<file path="config.mk">
export PLATFORM = sky130hd
export DESIGN_NAME = seg_scan_ctrl_flat
export DESIGN_NICKNAME = d
export VERILOG_FILES = /design/src/rtl/seg_pkg.sv /design/src/rtl/seg_scan_ctrl_if.sv /design/src/rtl/bin2bcd_seq.sv /design/src/rtl/seg_scan_ctrl.sv /design/src/flat_wrapper.sv
export SDC_FILE = /design/constraint.sdc
export NUM_CORES = 1
export LEC_CHECK = 0
export BUFFER_PORTS_ARGS = -buffer_cell sky130_fd_sc_hd__buf_2
export CAP_MARGIN = 15
export CELL_PAD_IN_SITES_DETAIL_PLACEMENT = 0
export CELL_PAD_IN_SITES_GLOBAL_PLACEMENT = 1
export CORE_MARGIN = 4
export CORE_UTILIZATION = 30
export DETAILED_ROUTE_END_ITERATION = 7
export GPL_ROUTABILITY_DRIVEN = 1
export PLACE_DENSITY_LB_ADDON = 0.1
export REMOVE_ABC_BUFFERS = 1
export SETUP_SLACK_MARGIN = 0.5
export SLEW_MARGIN = 40
export SYNTH_ARGS = -nofsm -noshare
export SYNTH_HDL_FRONTEND = slang
export SYNTH_SLANG_ARGS = --single-unit
</file>
<file path="constraint.sdc">
create_clock -name sys_clk -period 2.74 [get_ports sys_clk]
set_clock_uncertainty 0.1 [all_clocks]
set_input_delay 0.137 -clock sys_clk [delete_from_list [all_inputs] [get_ports sys_clk]]
set_output_delay 0.137 -clock sys_clk [all_outputs]
set_load 0.02 [all_outputs]
</file>
<file path="src/rtl/seg_pkg.sv">
// Shared constants, glyph decoding and converter state type for the
// multiplexed seven-segment scan controller.
package seg_pkg;

  // Segment patterns are {dp,g,f,e,d,c,b,a}, active-low (common anode).
  localparam logic [7:0] SEG_BLANK = 8'hFF;
  localparam logic [7:0] SEG_MINUS = 8'hBF;

  // Digit glyphs 0..9; element [n] is the pattern for digit n.
  localparam logic [9:0][7:0] SEG_DIGITS = {
    8'h90, 8'h80, 8'hF8, 8'h82, 8'h92,
    8'h99, 8'hB0, 8'hA4, 8'hF9, 8'hC0
  };

  typedef enum logic [1:0] {
    LOAD,
    SHIFT,
    COMMIT
  } conv_state_e;

  // Glyph for one BCD digit; codes above 9 show as blank.
  function automatic logic [7:0] seg_decode(input logic [3:0] bcd);
    if (bcd <= 4'd9) return SEG_DIGITS[bcd];
    return SEG_BLANK;
  endfunction

  // Largest value representable in n decimal digits (10^n - 1).
  function automatic logic [63:0] pow10_minus1(input int n);
    logic [63:0] p;
    p = 64'd1;
    for (int i = 0; i < n; i++) p = p * 64'd10;
    return p - 64'd1;
  endfunction

endpackage

</file>
<file path="src/rtl/seg_scan_ctrl_if.sv">
// Bundle of the value/attribute inputs and the scan outputs of the
// seven-segment scan controller.
interface seg_scan_ctrl_if #(
  parameter int DIGITS = 6,
  parameter int DATA_W = 20
);

  logic [DATA_W-1:0] data;
  logic [DIGITS-1:0] point;
  logic              sign;
  logic              seg_en;
  logic [DIGITS-1:0] blink;
  logic [7:0]        seg;
  logic [DIGITS-1:0] sel;

  modport master (
    output data, point, sign, seg_en, blink,
    input  seg, sel
  );

  modport slave (
    input  data, point, sign, seg_en, blink,
    output seg, sel
  );

endinterface

</file>
<file path="src/rtl/bin2bcd_seq.sv">
// Iterative double-dabble converter: one LOAD cycle, DATA_W SHIFT cycles,
// one COMMIT cycle during which bcd/overflow are valid and done is high.
module bin2bcd_seq
  import seg_pkg::*;
#(
  parameter int DATA_W = 20,
  parameter int DIGITS = 6
) (
  input  logic                  clk,
  input  logic                  rst_n,
  input  logic                  start,
  input  logic [DATA_W-1:0]     bin,
  output logic [4*DIGITS-1:0]   bcd,
  output logic                  overflow,
  output logic                  done
);

  localparam int SR_W  = 4 * DIGITS + DATA_W;
  localparam int CNT_W = $clog2(DATA_W + 1);
  localparam logic [63:0] OVF_LIMIT = pow10_minus1(DIGITS);

  conv_state_e      state_q, state_d;
  logic [SR_W-1:0]  sr_q, sr_adj;
  logic [CNT_W-1:0] bit_q;
  logic             ovf_q;

  // Add-3 correction on every BCD nibble that is 5 or more before shifting.
  always_comb begin
    // NOTE: assign every always_comb output a default first, so no path leaves it unassigned and a latch is inferred.
    sr_adj = sr_q;
    for (int d = 0; d < DIGITS; d++) begin
      if (sr_q[DATA_W + 4*d +: 4] >= 4'd5)
        sr_adj[DATA_W + 4*d +: 4] = sr_q[DATA_W + 4*d +: 4] + 4'd3;
    end
  end

  // Next-state logic for the free-running LOAD/SHIFT/COMMIT loop.
  always_comb begin
    state_d = state_q;
    unique case (state_q)
      LOAD:    if (start) state_d = SHIFT;
      SHIFT:   if (bit_q == CNT_W'(DATA_W - 1)) state_d = COMMIT;
      COMMIT:  state_d = LOAD;
      default: state_d = LOAD;
    endcase
  end

  // State register; reset restarts at LOAD and drops any partial result.
  always_ff @(posedge clk or negedge rst_n) begin
    // NOTE: sequential state uses non-blocking assignments so every flop samples pre-edge values.
    if (!rst_n) state_q <= LOAD;
    else        state_q <= state_d;
  end

  // Shift register, bit counter and overflow flag.
  always_ff @(posedge clk or negedge rst_n) begin
    if (!rst_n) begin
      sr_q  <= '0;
      bit_q <= '0;
      ovf_q <= 1'b0;
    end else begin
      unique case (state_q)
        LOAD: if (start) begin
          sr_q  <= {{(4*DIGITS){1'b0}}, bin};
          bit_q <= '0;
          ovf_q <= 64'(bin) > OVF_LIMIT;
        end
        SHIFT: begin
          sr_q  <= sr_adj << 1;
          bit_q <= bit_q + 1'b1;
        end
        default: ;
      endcase
    end
  end

  assign bcd      = sr_q[SR_W-1 -: 4*DIGITS];
  assign overflow = ovf_q;
  assign done     = (state_q == COMMIT);

endmodule

</file>
<file path="src/rtl/seg_scan_ctrl.sv">
// Multiplexed seven-segment scan controller: sequential binary-to-BCD,
// leading-zero blanking, sign placement, decimal points, overflow display,
// per-digit blink and registered one-hot digit scanning.
module seg_scan_ctrl
  import seg_pkg::*;
#(
  parameter int          DIGITS       = 6,
  parameter int          DATA_W       = 20,
  parameter logic [15:0] CNT_MAX      = 16'd49_999,
  parameter logic [7:0]  BLINK_FRAMES = 8'd250
) (
  input  logic           sys_clk,
  input  logic           sys_rst_n,
  seg_scan_ctrl_if.slave bus
);

  localparam int IDX_W = $clog2(DIGITS);

  logic [4*DIGITS-1:0] conv_bcd;
  logic                conv_ovf;
  logic                conv_done;

  bin2bcd_seq #(
    .DATA_W (DATA_W),
    .DIGITS (DIGITS)
  ) u_bin2bcd (
    .clk      (sys_clk),
    .rst_n    (sys_rst_n),
    .start    (1'b1),
    .bin      (bus.data),
    .bcd      (conv_bcd),
    .overflow (conv_ovf),
    .done     (conv_done)
  );

  // Attributes captured on the same cycle the converter samples data.
  logic              at_load_q;
  logic              sign_l;
  logic [DIGITS-1:0] point_l, blink_l;

  // Track the converter's LOAD cycle and latch sign/point/blink with it.
  always_ff @(posedge sys_clk or negedge sys_rst_n) begin
    if (!sys_rst_n) begin
      at_load_q <= 1'b1;
      sign_l    <= 1'b0;
      point_l   <= '0;
      blink_l   <= '0;
    end else begin
      at_load_q <= conv_done;
      if (at_load_q) begin
        sign_l  <= bus.sign;
        point_l <= bus.point;
        blink_l <= bus.blink;
      end
    end
  end

  // Display registers and the values about to be committed.
  logic [DIGITS-1:0][3:0] dig_q;
  logic [DIGITS-1:0]      blank_q, point_q, blink_q;
  logic                   ovf_q, minus_en_q;
  logic [IDX_W-1:0]       minus_pos_q;

  logic [DIGITS-1:0] blank_d;
  logic              ovf_d, minus_en_d;
  logic [IDX_W-1:0]  minus_pos_d;
  logic              zero_above, pt_above, need_minus;
  int                msd;

  // Blanking mask, minus position and overflow from the fresh BCD result.
  always_comb begin
    blank_d    = '0;
    zero_above = 1'b1;
    pt_above   = 1'b0;
    msd        = 0;
    for (int i = DIGITS - 1; i >= 0; i--) begin
      pt_above   = pt_above | point_l[i];
      zero_above = zero_above & (conv_bcd[4*i +: 4] == 4'd0);
      blank_d[i] = (i > 0) && zero_above && !pt_above;
    end
    for (int i = 0; i < DIGITS; i++) begin
      if (!blank_d[i]) msd = i;
    end
    need_minus  = sign_l && (conv_bcd != '0);
    ovf_d       = conv_ovf || (need_minus && (msd == DIGITS - 1));
    minus_en_d  = need_minus;
    minus_pos_d = IDX_W'(msd + 1);
  end

  // Commit a completed conversion into the display registers.
  always_ff @(posedge sys_clk or negedge sys_rst_n) begin
    if (!sys_rst_n) begin
      dig_q       <= '0;
      blank_q     <= '1;
      point_q     <= '0;
      blink_q     <= '0;
      ovf_q       <= 1'b0;
      minus_en_q  <= 1'b0;
      minus_pos_q <= '0;
    end else if (conv_done) begin
      dig_q       <= conv_bcd;
      blank_q     <= blank_d;
      point_q     <= point_l;
      blink_q     <= blink_l;
      ovf_q       <= ovf_d;
      minus_en_q  <= minus_en_d;
      minus_pos_q <= minus_pos_d;
    end
  end

  // Scan timing: tick counter, digit index, frame counter and blink phase.
  logic [15:0]      cnt_q;
  logic [IDX_W-1:0] idx_q;
  logic [7:0]       frame_q;
  logic             blink_phase_q;

  always_ff @(posedge sys_clk or negedge sys_rst_n) begin
    if (!sys_rst_n) begin
      cnt_q         <= '0;
      idx_q         <= '0;
      frame_q       <= '0;
      blink_phase_q <= 1'b0;
    end else if (!bus.seg_en) begin
      cnt_q         <= '0;
      idx_q         <= '0;
      frame_q       <= '0;
      blink_phase_q <= 1'b0;
    end else if (cnt_q == CNT_MAX) begin
      cnt_q <= '0;
      if (idx_q == IDX_W'(DIGITS - 1)) begin
        idx_q <= '0;
        if (frame_q == BLINK_FRAMES - 8'd1) begin
          frame_q       <= '0;
          blink_phase_q <= ~blink_phase_q;
        end else begin
          frame_q <= frame_q + 8'd1;
        end
      end else begin
        idx_q <= idx_q + 1'b1;
      end
    end else begin
      cnt_q <= cnt_q + 16'd1;
    end
  end

  // Pattern for the currently indexed digit, in priority order.
  logic [7:0]        seg_d;
  logic [DIGITS-1:0] sel_d;

  always_comb begin
    seg_d = seg_decode(dig_q[idx_q]);
    if (blank_q[idx_q])                           seg_d = SEG_BLANK;
    if (minus_en_q && (idx_q == minus_pos_q))     seg_d = SEG_MINUS;
    if (point_q[idx_q])                           seg_d[7] = 1'b0;
    if (ovf_q)                                    seg_d = SEG_MINUS;
    if (blink_phase_q && blink_q[idx_q])          seg_d = SEG_BLANK;
    sel_d = {{(DIGITS-1){1'b0}}, 1'b1} << idx_q;
  end

  // Register sel and seg together so they always change on the same edge.
  logic [7:0]        seg_q;
  logic [DIGITS-1:0] sel_q;

  always_ff @(posedge sys_clk or negedge sys_rst_n) begin
    if (!sys_rst_n) begin
      seg_q <= SEG_BLANK;
      sel_q <= '0;
    end else if (!bus.seg_en) begin
      seg_q <= SEG_BLANK;
      sel_q <= '0;
    end else begin
      seg_q <= seg_d;
      sel_q <= sel_d;
    end
  end

  assign bus.seg = seg_q;
  assign bus.sel = sel_q;

endmodule

</file>
<file path="src/flat_wrapper.sv">
// flat-port wrapper written by rule: the top's interface ports become plain ports
module seg_scan_ctrl_flat import seg_pkg::*;
#(
  parameter int          DIGITS       = 6,
  parameter int          DATA_W       = 20,
  parameter logic [15:0] CNT_MAX      = 16'd49_999,
  parameter logic [7:0]  BLINK_FRAMES = 8'd250
)
  (sys_clk, sys_rst_n, bus_data, bus_point, bus_sign, bus_seg_en, bus_blink, bus_seg, bus_sel);
  seg_scan_ctrl_if #(.DIGITS(DIGITS), .DATA_W(DATA_W)) bus_i ();
  input  logic sys_clk;
  input  logic sys_rst_n;
  input wire logic [$bits(bus_i.data)-1:0] bus_data;
  input wire logic [$bits(bus_i.point)-1:0] bus_point;
  input wire logic [$bits(bus_i.sign)-1:0] bus_sign;
  input wire logic [$bits(bus_i.seg_en)-1:0] bus_seg_en;
  input wire logic [$bits(bus_i.blink)-1:0] bus_blink;
  output wire logic [$bits(bus_i.seg)-1:0] bus_seg;
  output wire logic [$bits(bus_i.sel)-1:0] bus_sel;
  assign bus_i.data = bus_data;
  assign bus_i.point = bus_point;
  assign bus_i.sign = bus_sign;
  assign bus_i.seg_en = bus_seg_en;
  assign bus_i.blink = bus_blink;
  assign bus_seg = bus_i.seg;
  assign bus_sel = bus_i.sel;
  seg_scan_ctrl #(.DIGITS(DIGITS), .DATA_W(DATA_W), .CNT_MAX(CNT_MAX), .BLINK_FRAMES(BLINK_FRAMES)) u_core (.sys_clk(sys_clk), .sys_rst_n(sys_rst_n), .bus(bus_i));
endmodule
</file>
## Yosys cells after proc, flatten, opt, wreduce, memory -nomap -nowiden

Memory sizes are Yosys's and may differ from the RTL's.
Index checks and enable logic that the tools add are counted.

| storage, ports and cells | value |
|---|---|
| flip-flop bits (word level) | 155 |
| memory bits (read-only) | 128 |
| input port bits | 36 |
| output and inout port bits | 14 |
| word-level logic and storage cells | 142 |
| memories kept | 1 |

Memory list:

| name | words | width | rd ports | clocked after Yosys merged registers in | write ports | line | text |
|---|---|---|---|---|---|---|---|
| (no name shown) | 16 | 8 | 1 | 0 | 0 | seg_pkg.sv:23 | `if (bcd <= 4'd9) return SEG_DIGITS[bcd];` |

| operators by class | value |
|---|---|
| add/subtract/negate cells | 11 |
| $lt $le $gt $ge | 10 |
| equal/unequal tests | 12 |
| shifts and indexed selects | 1 |
| muxes and demuxes | 47 |
| bitwise operators | 9 |
| reduce and logical (&&, ||, !) cells | 25 |

Operators with widths:

| operator | number |
|---|---|
| $mux W32 | 4 |
| $mux W8 | 12 |
| $pmux W44 S2 | 1 |
| $eq A32 B4 Y1 const B | 1 |
| $mux W16 | 2 |
| $ge A4 B3 Y1 const B | 6 |
| $mux W4 | 6 |
| $reduce_bool A24 Y1 | 1 |
| $add A4 B2 Y4 const B | 5 |
| $gt A20 B20 Y1 const B | 1 |
| $logic_not A4 Y1 | 5 |
| $add A16 B1 Y16 const B | 1 |
| $eq A16 B16 Y1 const B | 1 |
| $bmux W4 S3 | 1 |
| $mux W3 | 4 |
| $mux W1 | 10 |
| $pmux W5 S2 | 1 |
| $bmux W1 S3 | 3 |
| $logic_and A1 B1 Y1 | 9 |
| $add A8 B1 Y8 const B | 1 |
| $eq A8 B8 Y1 const B | 1 |
| $add A3 B2 Y3 const B | 2 |
| $mux W6 | 1 |
| $ne A2 B1 Y1 const B | 3 |
| other kinds (23) | 33 |

## Longest topological paths before layout

Gate-level depths: netlist (run 1).

| logic depth | value |
|---|---|
| depth after elaboration | 14 |
| depth in mapped cells | 11 |

## By module

From an unflattened synthesis (run 1), not the netlist that was laid out.

| second synthesis, totals | value |
|---|---|
| cell total of the unflattened synthesis | 655 |
| area, all modules | 7450.9 µm² |

By module, submodules not included:

| module | times used | cells an instance | area an instance (µm²) |
|---|---|---|---|
| seg_scan_ctrl | 1 | 408 | 4880.9 |
| bin2bcd_seq | 1 | 247 | 2570.0 |

## Worst setup path after synthesis (run 1)

OpenSTA, ideal clock, no wires.

| timing path | value |
|---|---|
| path kind | register -> register |
| from | reg u_core.u_bin2bcd.sr_q[40] |
| to | reg u_core.minus_pos_q[2] |
| setup time | 0.137 ns |
| arrival | 2.389 ns |
| slack | 0.114 ns |
| cell stages (with the launch flop) | 10 |
| path buffers | 0 |
| period minus slack after synthesis | 2.626 ns |
| cell sequence | dfrtp_1 -> inv_1 -> ha_1 -> or3b_2 -> or4_1 -> or2_1 -> nor2b_1 -> ha_1 -> xnor2_1 -> o21ai_0 |

| between the ends | value |
|---|---|
| word-level cells in the longest chain between the ends | 12 |

Ends and longest elaborated chain:

| element | line | text |
|---|---|---|
| start: declaration | bin2bcd_seq.sv:23 | `logic [SR_W-1:0] sr_q, sr_adj;` |
| start signal: assignment | bin2bcd_seq.sv:64 | `sr_q <= {{(4*DIGITS){1'b0}}, bin};` |
| start signal: assignment | bin2bcd_seq.sv:69 | `sr_q <= sr_adj << 1;` |
| $logic_not A4 Y1 (*) | seg_scan_ctrl.sv:78 | `zero_above = zero_above & (conv_bcd[4*i +: 4] == 4'd0);` |
| $and A1 B1 Y1 (4 in a row) | seg_scan_ctrl.sv:78 |  |
| $logic_and A1 B1 Y1 | seg_scan_ctrl.sv:79 | `blank_d[i] = (i > 0) && zero_above && !pt_above;` |
| $mux W1 | seg_scan_ctrl.sv:82 | `if (!blank_d[i]) msd = i;` |
| $mux W32 (3 in a row) | seg_scan_ctrl.sv:82 |  |
| $mux W32 (*) | seg_scan_ctrl.sv:82 |  |
| $add A3 B2 Y3 (*) | seg_scan_ctrl.sv:87 | `minus_pos_d = IDX_W'(msd + 1);` |
| end signal: assignment | seg_scan_ctrl.sv:107 | `minus_pos_q <= minus_pos_d;` |
| end: declaration | seg_scan_ctrl.sv:62 | `logic [IDX_W-1:0] minus_pos_q;` |

Every way passes the cells marked *; elsewhere a longest branch is shown, timed or not.
A chain may end at the register's enable or synchronous reset.

## Final worst setup path (run 1)

| timing path | value |
|---|---|
| from | reg u_core.u_bin2bcd.sr_q[33] |
| to | reg u_core.minus_pos_q[2] |

| between the ends | value |
|---|---|
| word-level cells in the longest chain between the ends | 11 |

Ends and longest elaborated chain:

| element | line |
|---|---|
| $logic_not A4 Y1 (*) | seg_scan_ctrl.sv:78 |
| $and A1 B1 Y1 (*) | seg_scan_ctrl.sv:78 |
| $and A1 B1 Y1 (2 in a row) | seg_scan_ctrl.sv:78 |
| $logic_and A1 B1 Y1 | seg_scan_ctrl.sv:79 |
| $mux W1 | seg_scan_ctrl.sv:82 |
| $mux W32 | seg_scan_ctrl.sv:82 |
| $mux W32 (*) (3 in a row) | seg_scan_ctrl.sv:82 |
| $add A3 B2 Y3 (*) | seg_scan_ctrl.sv:87 |

Marked as above.

==> results of run 1 <==
## power by group through the flow
stage / Combinational [uW] / Sequential (uW) / Clock (uW)
after floorplan: 455 / 2770 / 0
after global placement: 785 / 2770 / 0
after detailed placement: 786 / 2770 / 0
after CTS: 845 / 2740 / 2560
after global routing: 1100 / 2780 / 2660
final: 972 / 2740 / 2490
## final timing paths
kind	from	to	slack, ns	depth (start not counted)
min in group sys_clk	bus_data[0]	u_core.u_bin2bcd.sr_q[0]	0.37	3
min reg2reg	u_core.point_l[0]	u_core.point_q[0]	0.37	2
max	u_core.u_bin2bcd.sr_q[33]	u_core.minus_pos_q[2]	0.23	9
max reg2reg	u_core.u_bin2bcd.sr_q[33]	u_core.minus_pos_q[2]	0.23	9
min	sys_rst_n	u_core.cnt_q[12]	0.15	2
max in group asynchronous	sys_rst_n	u_core.blank_q[1]	1.51	3
## cells in the mapped netlist (all sizes together) (2+ instances only)
master / instances / area [sq um]
a21oi: 37 / 185
a22o: 3 / 26.3
and2: 3 / 18.8
and3: 7 / 43.8
and4: 2 / 17.5
buf: 8 / 43.8
clkbuf: 29 / 109
dfrtp: 140 / 3500
dfstp: 15 / 394
ha: 29 / 363
inv: 25 / 93.8
mux2: 19 / 218
mux2i: 30 / 300
mux4: 3 / 67.6
nand2: 164 / 616
nand2b: 14 / 87.6
nand3: 16 / 80.1
nand4: 5 / 31.3
nor2: 58 / 218
nor2b: 5 / 31.3
nor3: 8 / 40.0
nor3b: 7 / 52.6
nor4: 4 / 25.0
nor4bb: 2 / 20.0
o211ai: 3 / 22.5
o21ai: 80 / 400
o22ai: 3 / 18.8
o31ai: 9 / 72.6
o41ai: 2 / 17.5
or2: 4 / 25.0
or3: 4 / 25.0
or3b: 3 / 26.3
or4: 3 / 22.5
or4b: 2 / 20.0
xnor2: 17 / 149
xor2: 9 / 78.8
## registers in the layout (all words and copies together) (netlist names), 2 cells and up
name / count
u_core.u_bin2bcd.sr_q: 44
u_core.dig_q: 24
u_core.cnt_q: 16
u_core.bus.seg: 8
u_core.frame_q: 8
u_core.blank_q: 6
u_core.blink_l: 6
u_core.blink_q: 6
u_core.bus.sel: 6
u_core.point_l: 6
u_core.point_q: 6
u_core.u_bin2bcd.bit_q: 5
u_core.idx_q: 3
u_core.minus_pos_q: 3
u_core.u_bin2bcd.state_q: 2
## routing by layer
layer / vias to the layer above / GRT usage, % / wire [um]
li1: 2927 / - / -
met1: 2891 / 19.7 / 9260
met2: 96 / 21.6 / 8690
met3: 18 / 2.87 / 722
met4: 0 / 4.06 / 277
met5: - / 0 / 0
## logic make-up (layout without fill, tap and decap cells)
kind of cell,count (synthesis),in the layout
AND/OR/NAND/NOR,314,314
flip-flops,155,155
AO/OA/AOI/OAI,147,147
buffers and inverters,63,199
multiplexers,52,52
adder cells (fa/ha/maj),29,29
XOR/XNOR,26,26
## stage by stage
step,total power [uW],TNS (ns)
after floorplan,3230,-35.69
after global placement,3550,0
after detailed placement,3560,0
after CTS,6140,0
after global routing,6540,0
final,6200,0
## what timing repair did
item	4_1_cts	5_1_grt
hold buffers	35	0
setup buffers	7	19
pin swaps	4	15
resized for setup	18	43
endpoints found under the setup margin	15	19
endpoints found under the hold margin	103	0
cloned	1	0
## final cells by class
cell class | count | area, sq um | share of cell area [%]
sequential | 155 | 3900 | 40.0
multi-input combinational | 568 | 3660 | 37.5
inverter | 26 | 97.6 | 0.999
timing repair buffer | 141 | 1080 | 11.1
clock buffer | 20 | 457 | 4.68
clock inverter | 12 | 161 | 1.65
tap | 324 | 405 | 4.15
## cells in the final DEF, fill, tap and decap left out, drive strengths merged, types with 5 or more instances in the layout
cell	n
buf	105
mux2	19
xor2	9
nand4	5
nand2	164
and3	7
inv	28
nor2	58
nor2b	5
dlygate4sd3	35
o31ai	9
dfrtp	140
a21oi	37
nor3b	7
ha	29
o21ai	80
clkbuf	20
mux2i	30
nand3	16
nor3	8
dfstp	15
xnor2	17
nand2b	14
## critical path, delay by kind of cell, from the launching register on
family	cells	cell delay [ns]
DFF	1	0.38
adders and majority gates	2	0.29
xor gates and xnor gates	1	0.14
and+or+nand+nor	4	1.29
AOI/OAI and AO/OA	1	0.07
buffers and inverters	1	0.11
==> impl_metrics.toml, run 1 <==
[sta]
maxSlewHeadroom_pct = 57.9
rsz0062_at_grt = "yes"
slew_viol_final = 0
worst_slack_ns = 0.230
hold_viol_final = 0
fin_hold_ws_ns = 0.148
worst_slew_pin_slew_ns = 0.631
period_minus_slack_ns = 2.51
max_freq_mhz = 398
setup_violations = 0
min_period_over_period_pct = 91.6

[route]
vias = 5932
wl_mm = 19.0
dr.pass1.iters = 7
ant_nets = 0
viasPerCell = 4.76
wl_per_cell_um = 15.2
drt-initial-drc-count = 279
drc = 0

[clock_tree]
htree_levels = 4
cts_root_buf = "clkbuf_16"
clk_path_buf_depth = 2
tritoncts = "done"
clkLatencyLatePin_ns = 0.42
clock_sinks = 155
clkTransAtPathRegs_ns = 0.07
cts_buffers = 17

[die]
design.core.area_sq_um = 24600
io_pins = 50
dieArea_sq_um = 27900
initial_core_util_pct = 30.8
std_cell_rows = 57
die_h_um = 167
fp.dieW_um = 167

[setup_path]
critical_path.slowest_cell = "or4_4"
crit_path_cell_trace = "inv_2 -> ha_4 -> or3b_4 -> or4_4 -> or2_1 -> nor2b_4 -> ha_4 -> xnor2_2 -> o21ai_1"
endpoint_kind = "register"
critPathArrivalTime_ns = 2.69
critPathKind = "reg2reg"
crit_top_cell = "ha_4"
critical-path-max-stage-delay_ns = 0.54
critPathLaunchType = "register"
cp.required_ns = 2.92
cp_max_fo = 4

[final_layout]
fillers = 2447
num_antenna_cells = 0
syn_to_final_growth_pct = 28.8
fin_area_sq_um = 9770
drive_gt1_share_pct = 24.7
stdcell_count = 1246
fin_nets = 974
utilization_pct = 39.7

[grt]
grt_usage_pct = 13.9
grt-ovfl-total = 0
grt_first_pass_wirelength_mm = 31.5
grt_max_degree = 68
antenna_found_initial = 0
grt_pass1_vias = 6002

[yosys]
ys_ff_latch = 155
syn_area_per_cell_sq_um = 9.65
synthesis.area_sq_um = 7590
ys_warn_count = 0
seq_area_frac_synth_pct = 51.4
synth_top_family_by_area = "simple AND/OR/NAND/NOR gates"
synth_cell_type_count = 56
syn_inst = 786
synth_simple_gate_area_share_pct = 18.8
synth_adder_area_share_pct = 4.78
synth-xor-area-share_pct = 3.00
synth_ff_type = "dfrtp_1"
synth_edf_count = 0
synthArstFlopShare_pct = 100
synth_mux_area_share_pct = 7.72
synth_compound_area_share_pct = 11.0

[power]
p_leak_uw = 0.00445
sw_frac_of_total_pct = 27.1
p_int_uw = 4520
p_sw_uw = 1680
combPwrFrac_pct = 15.7
clkPwrFrac_pct = 40.1
peakVddDrop_uv = 318
power_density_nw_per_um2 = 635
sequentialPowerShare_pct = 44.2

[job]
drv_cap = 0

[place]
pre_cts_slack_ns = 0.0838
hpwl_mm = 13.0
placed_cells = 1152
place_area_sq_um = 8340
place_congestion = 0.775
io_buffers = 49

[outcome]
outcome = "complete, no violations"

[min_path]
hp-class = "in2async"
Power figures use the tool's default switching activity.
==> inputs of run 2 (changes only) <==
--- a/config.mk
+++ b/config.mk
@@ -7,13 +7,14 @@
 export LEC_CHECK = 0
 export BUFFER_PORTS_ARGS = -buffer_cell sky130_fd_sc_hd__buf_2
 export CAP_MARGIN = 15
-export CELL_PAD_IN_SITES_DETAIL_PLACEMENT = 0
-export CELL_PAD_IN_SITES_GLOBAL_PLACEMENT = 1
+export CELL_PAD_IN_SITES_DETAIL_PLACEMENT = 1
+export CELL_PAD_IN_SITES_GLOBAL_PLACEMENT = 2
 export CORE_MARGIN = 4
 export CORE_UTILIZATION = 30
 export DETAILED_ROUTE_END_ITERATION = 7
 export GPL_ROUTABILITY_DRIVEN = 1
 export PLACE_DENSITY_LB_ADDON = 0.1
+export RECOVER_POWER = 50
 export REMOVE_ABC_BUFFERS = 1
 export SETUP_SLACK_MARGIN = 0.5
 export SLEW_MARGIN = 40
==> run 2 against run 1 <==
The run now ends with capacitance limit, slew limit left; clock-buffer cell count is 3 lower; worst hold slack better by 0.21 ns; setup slack better by 0.030 ns; non-clock buffer count is 2 higher; die area stayed put; fmax is 1.2% higher; global-route usage is 0.91 points higher; register-to-register slack better by 0.03 ns; via count is 1.1% higher; wire length is 7.1% higher; critical endpoint unchanged.
==> impl_metrics.toml, run 2 (same netlist as run 1, synthesis figures left out) <==
[outcome]
outcome = "finished with violations"
violations = "capacitance limit, slew limit"

[grt]
antenna_found_initial = 0
grt-ovfl-total = 0
grt_first_pass_wirelength_mm = 33.7
grt_usage_pct = 14.8
grt_pass1_vias = 6323
grt_max_degree = 68

[final_layout]
final_common_cell = "nand2_1"
fin_nets = 976
num_antenna_cells = 0
drive_gt1_share_pct = 24.6
largest_reg_flops = 44
fillers = 2812
stdcell_count = 1248
top_regs = "u_core.u_bin2bcd.sr_q (44), u_core.dig_q (24), u_core.cnt_q (16)"
layout_common_cells = "161 x nand2_1, 138 x dfrtp_1, 73 x o21ai_0"
utilization_pct = 39.6
regMostFlops = "u_core.u_bin2bcd.sr_q"
syn_to_final_growth_pct = 28.3

[clock_tree]
clock_sinks = 155
htree_levels = 4
clkTransAtPathRegs_ns = 0.07
clkLatencyLatePin_ns = 0.43
cts_buffers = 17
cts_root_buf = "clkbuf_16"
tritoncts = "done"
clk_path_buf_depth = 2

[job]
drv_cap = 1

[route]
viasPerCell = 4.81
wl_mm = 20.3
vias = 5997
drc = 0
ant_nets = 0
wl_per_cell_um = 16.3
dr.pass1.iters = 4
drt-initial-drc-count = 335

[power]
peakVddDrop_uv = 374
power_density_nw_per_um2 = 629
p_leak_uw = 0.00441

[sta]
maxSlewHeadroom_pct = -0.365
rsz0062_at_grt = "yes"
fin_hold_ws_ns = 0.358
fin_setup_tns_ns = 0
period_minus_slack_ns = 2.48
hold_viol_final = 0
worst_slack_ns = 0.260
setup_violations = 0
min_period_over_period_pct = 90.5
max_freq_mhz = 403
worst_slew_pin_slew_ns = 1.51
slew_viol_final = 53

[die]
initial_core_util_pct = 30.8
die_h_um = 167
fp.dieW_um = 167
io_pins = 50
std_cell_rows = 57
dieArea_sq_um = 27900
design.core.area_sq_um = 24600

[setup_path]
cp.depth = 9
timing.critical_path.buf_inv = 1
critical-path-max-stage-delay_ns = 0.54
rr_worst_depth = 9
critPathLaunchType = "register"
cp.required_ns = 2.93
cp_max_fo = 2
critPathArrivalTime_ns = 2.67
crit_path_cell_trace = "inv_2 -> ha_4 -> or3b_4 -> or4_4 -> or2_4 -> nor2b_4 -> ha_4 -> xnor2_2 -> o21ai_1"
critical_path.slowest_cell = "or4_4"
critPathKind = "reg2reg"
path_delay_family = "simple AND/OR/NAND/NOR gates"
endpoint_kind = "register"
crit_top_cell = "ha_4"

[place]
placed_cells = 1151
place_congestion = 0.770
pre_cts_slack_ns = 0.0334
io_buffers = 49
hpwl_mm = 13.9

[min_path]
hold_depth = 4
hp-class = "in2reg"
## run 2: layout make-up
type | instances | area (sq um) | area share [%]
multi-input combinational | 568 | 3670 | 37.7
clock inverter | 15 | 168 | 1.72
clock buffer | 17 | 425 | 4.37
tap | 324 | 405 | 4.16
sequential | 155 | 3900 | 40.1
timing repair buffer | 143 | 1070 | 11.0
inverter | 26 | 98.8 | 1.02
## run 2: what timing repair did
action                                  in CTS  in global routing
hold buffers                                37                  0
gates resized for setup                     25                 46
pin swaps                                    8                 15
hold endpoints to repair                    92                  0
endpoints found under the setup margin      26                 33
gates cloned                                 0                  0
setup buffers                               13                 15
## run 2: final timing paths
path	startpoint	endpoint	slack, ns
setup / recovery	u_core.u_bin2bcd.sr_q[33]	u_core.minus_pos_q[2]	0.26
max in group asynchronous	sys_rst_n	u_core.blank_q[1]	1.01
min in group asynchronous	sys_rst_n	u_core.cnt_q[5]	0.51
hold / removal	bus_point[1]	u_core.point_l[1]	0.36
hold reg to reg	u_core.blink_l[5]	u_core.blink_q[5]	0.36
setup reg to reg	u_core.u_bin2bcd.sr_q[33]	u_core.minus_pos_q[2]	0.26
## run 2: per-layer routing
metal  part of all wire (%)  vias up  track usage [%]
met5                      0        -                0
met4                    1.3        0             4.20
met3                    2.3       17             2.65
met2                     47       55             23.6
met1                     49     2998             20.8
li1                       -     2927                -
## run 2: worst register-to-register path: stages (launching register included)
cell     delay [ns]
dfrtp_1        0.40
inv_2          0.09
ha_4           0.13
or3b_4         0.37
or4_4          0.54
or2_4          0.25
nor2b_4        0.13
ha_4           0.15
xnor2_2        0.13
o21ai_1        0.06
## run 2: where the power goes
| group | internal [uW] | switching, uW | total (uW) |
|---|---|---|---|
| logic | 446 | 531 | 978 |
| registers | 2580 | 191 | 2770 |
| clock network | 1360 | 1020 | 2380 |
| total | 4380 | 1750 | 6130 |
## run 2: through the flow
stage / power [uW] / area, sq um
after global placement: 3580 / 8340
after detailed placement: 3600 / 8340
after floorplan: 3230 / 7430
after CTS: 6110 / 9480
after global routing: 6470 / 9740
final: 6130 / 9740
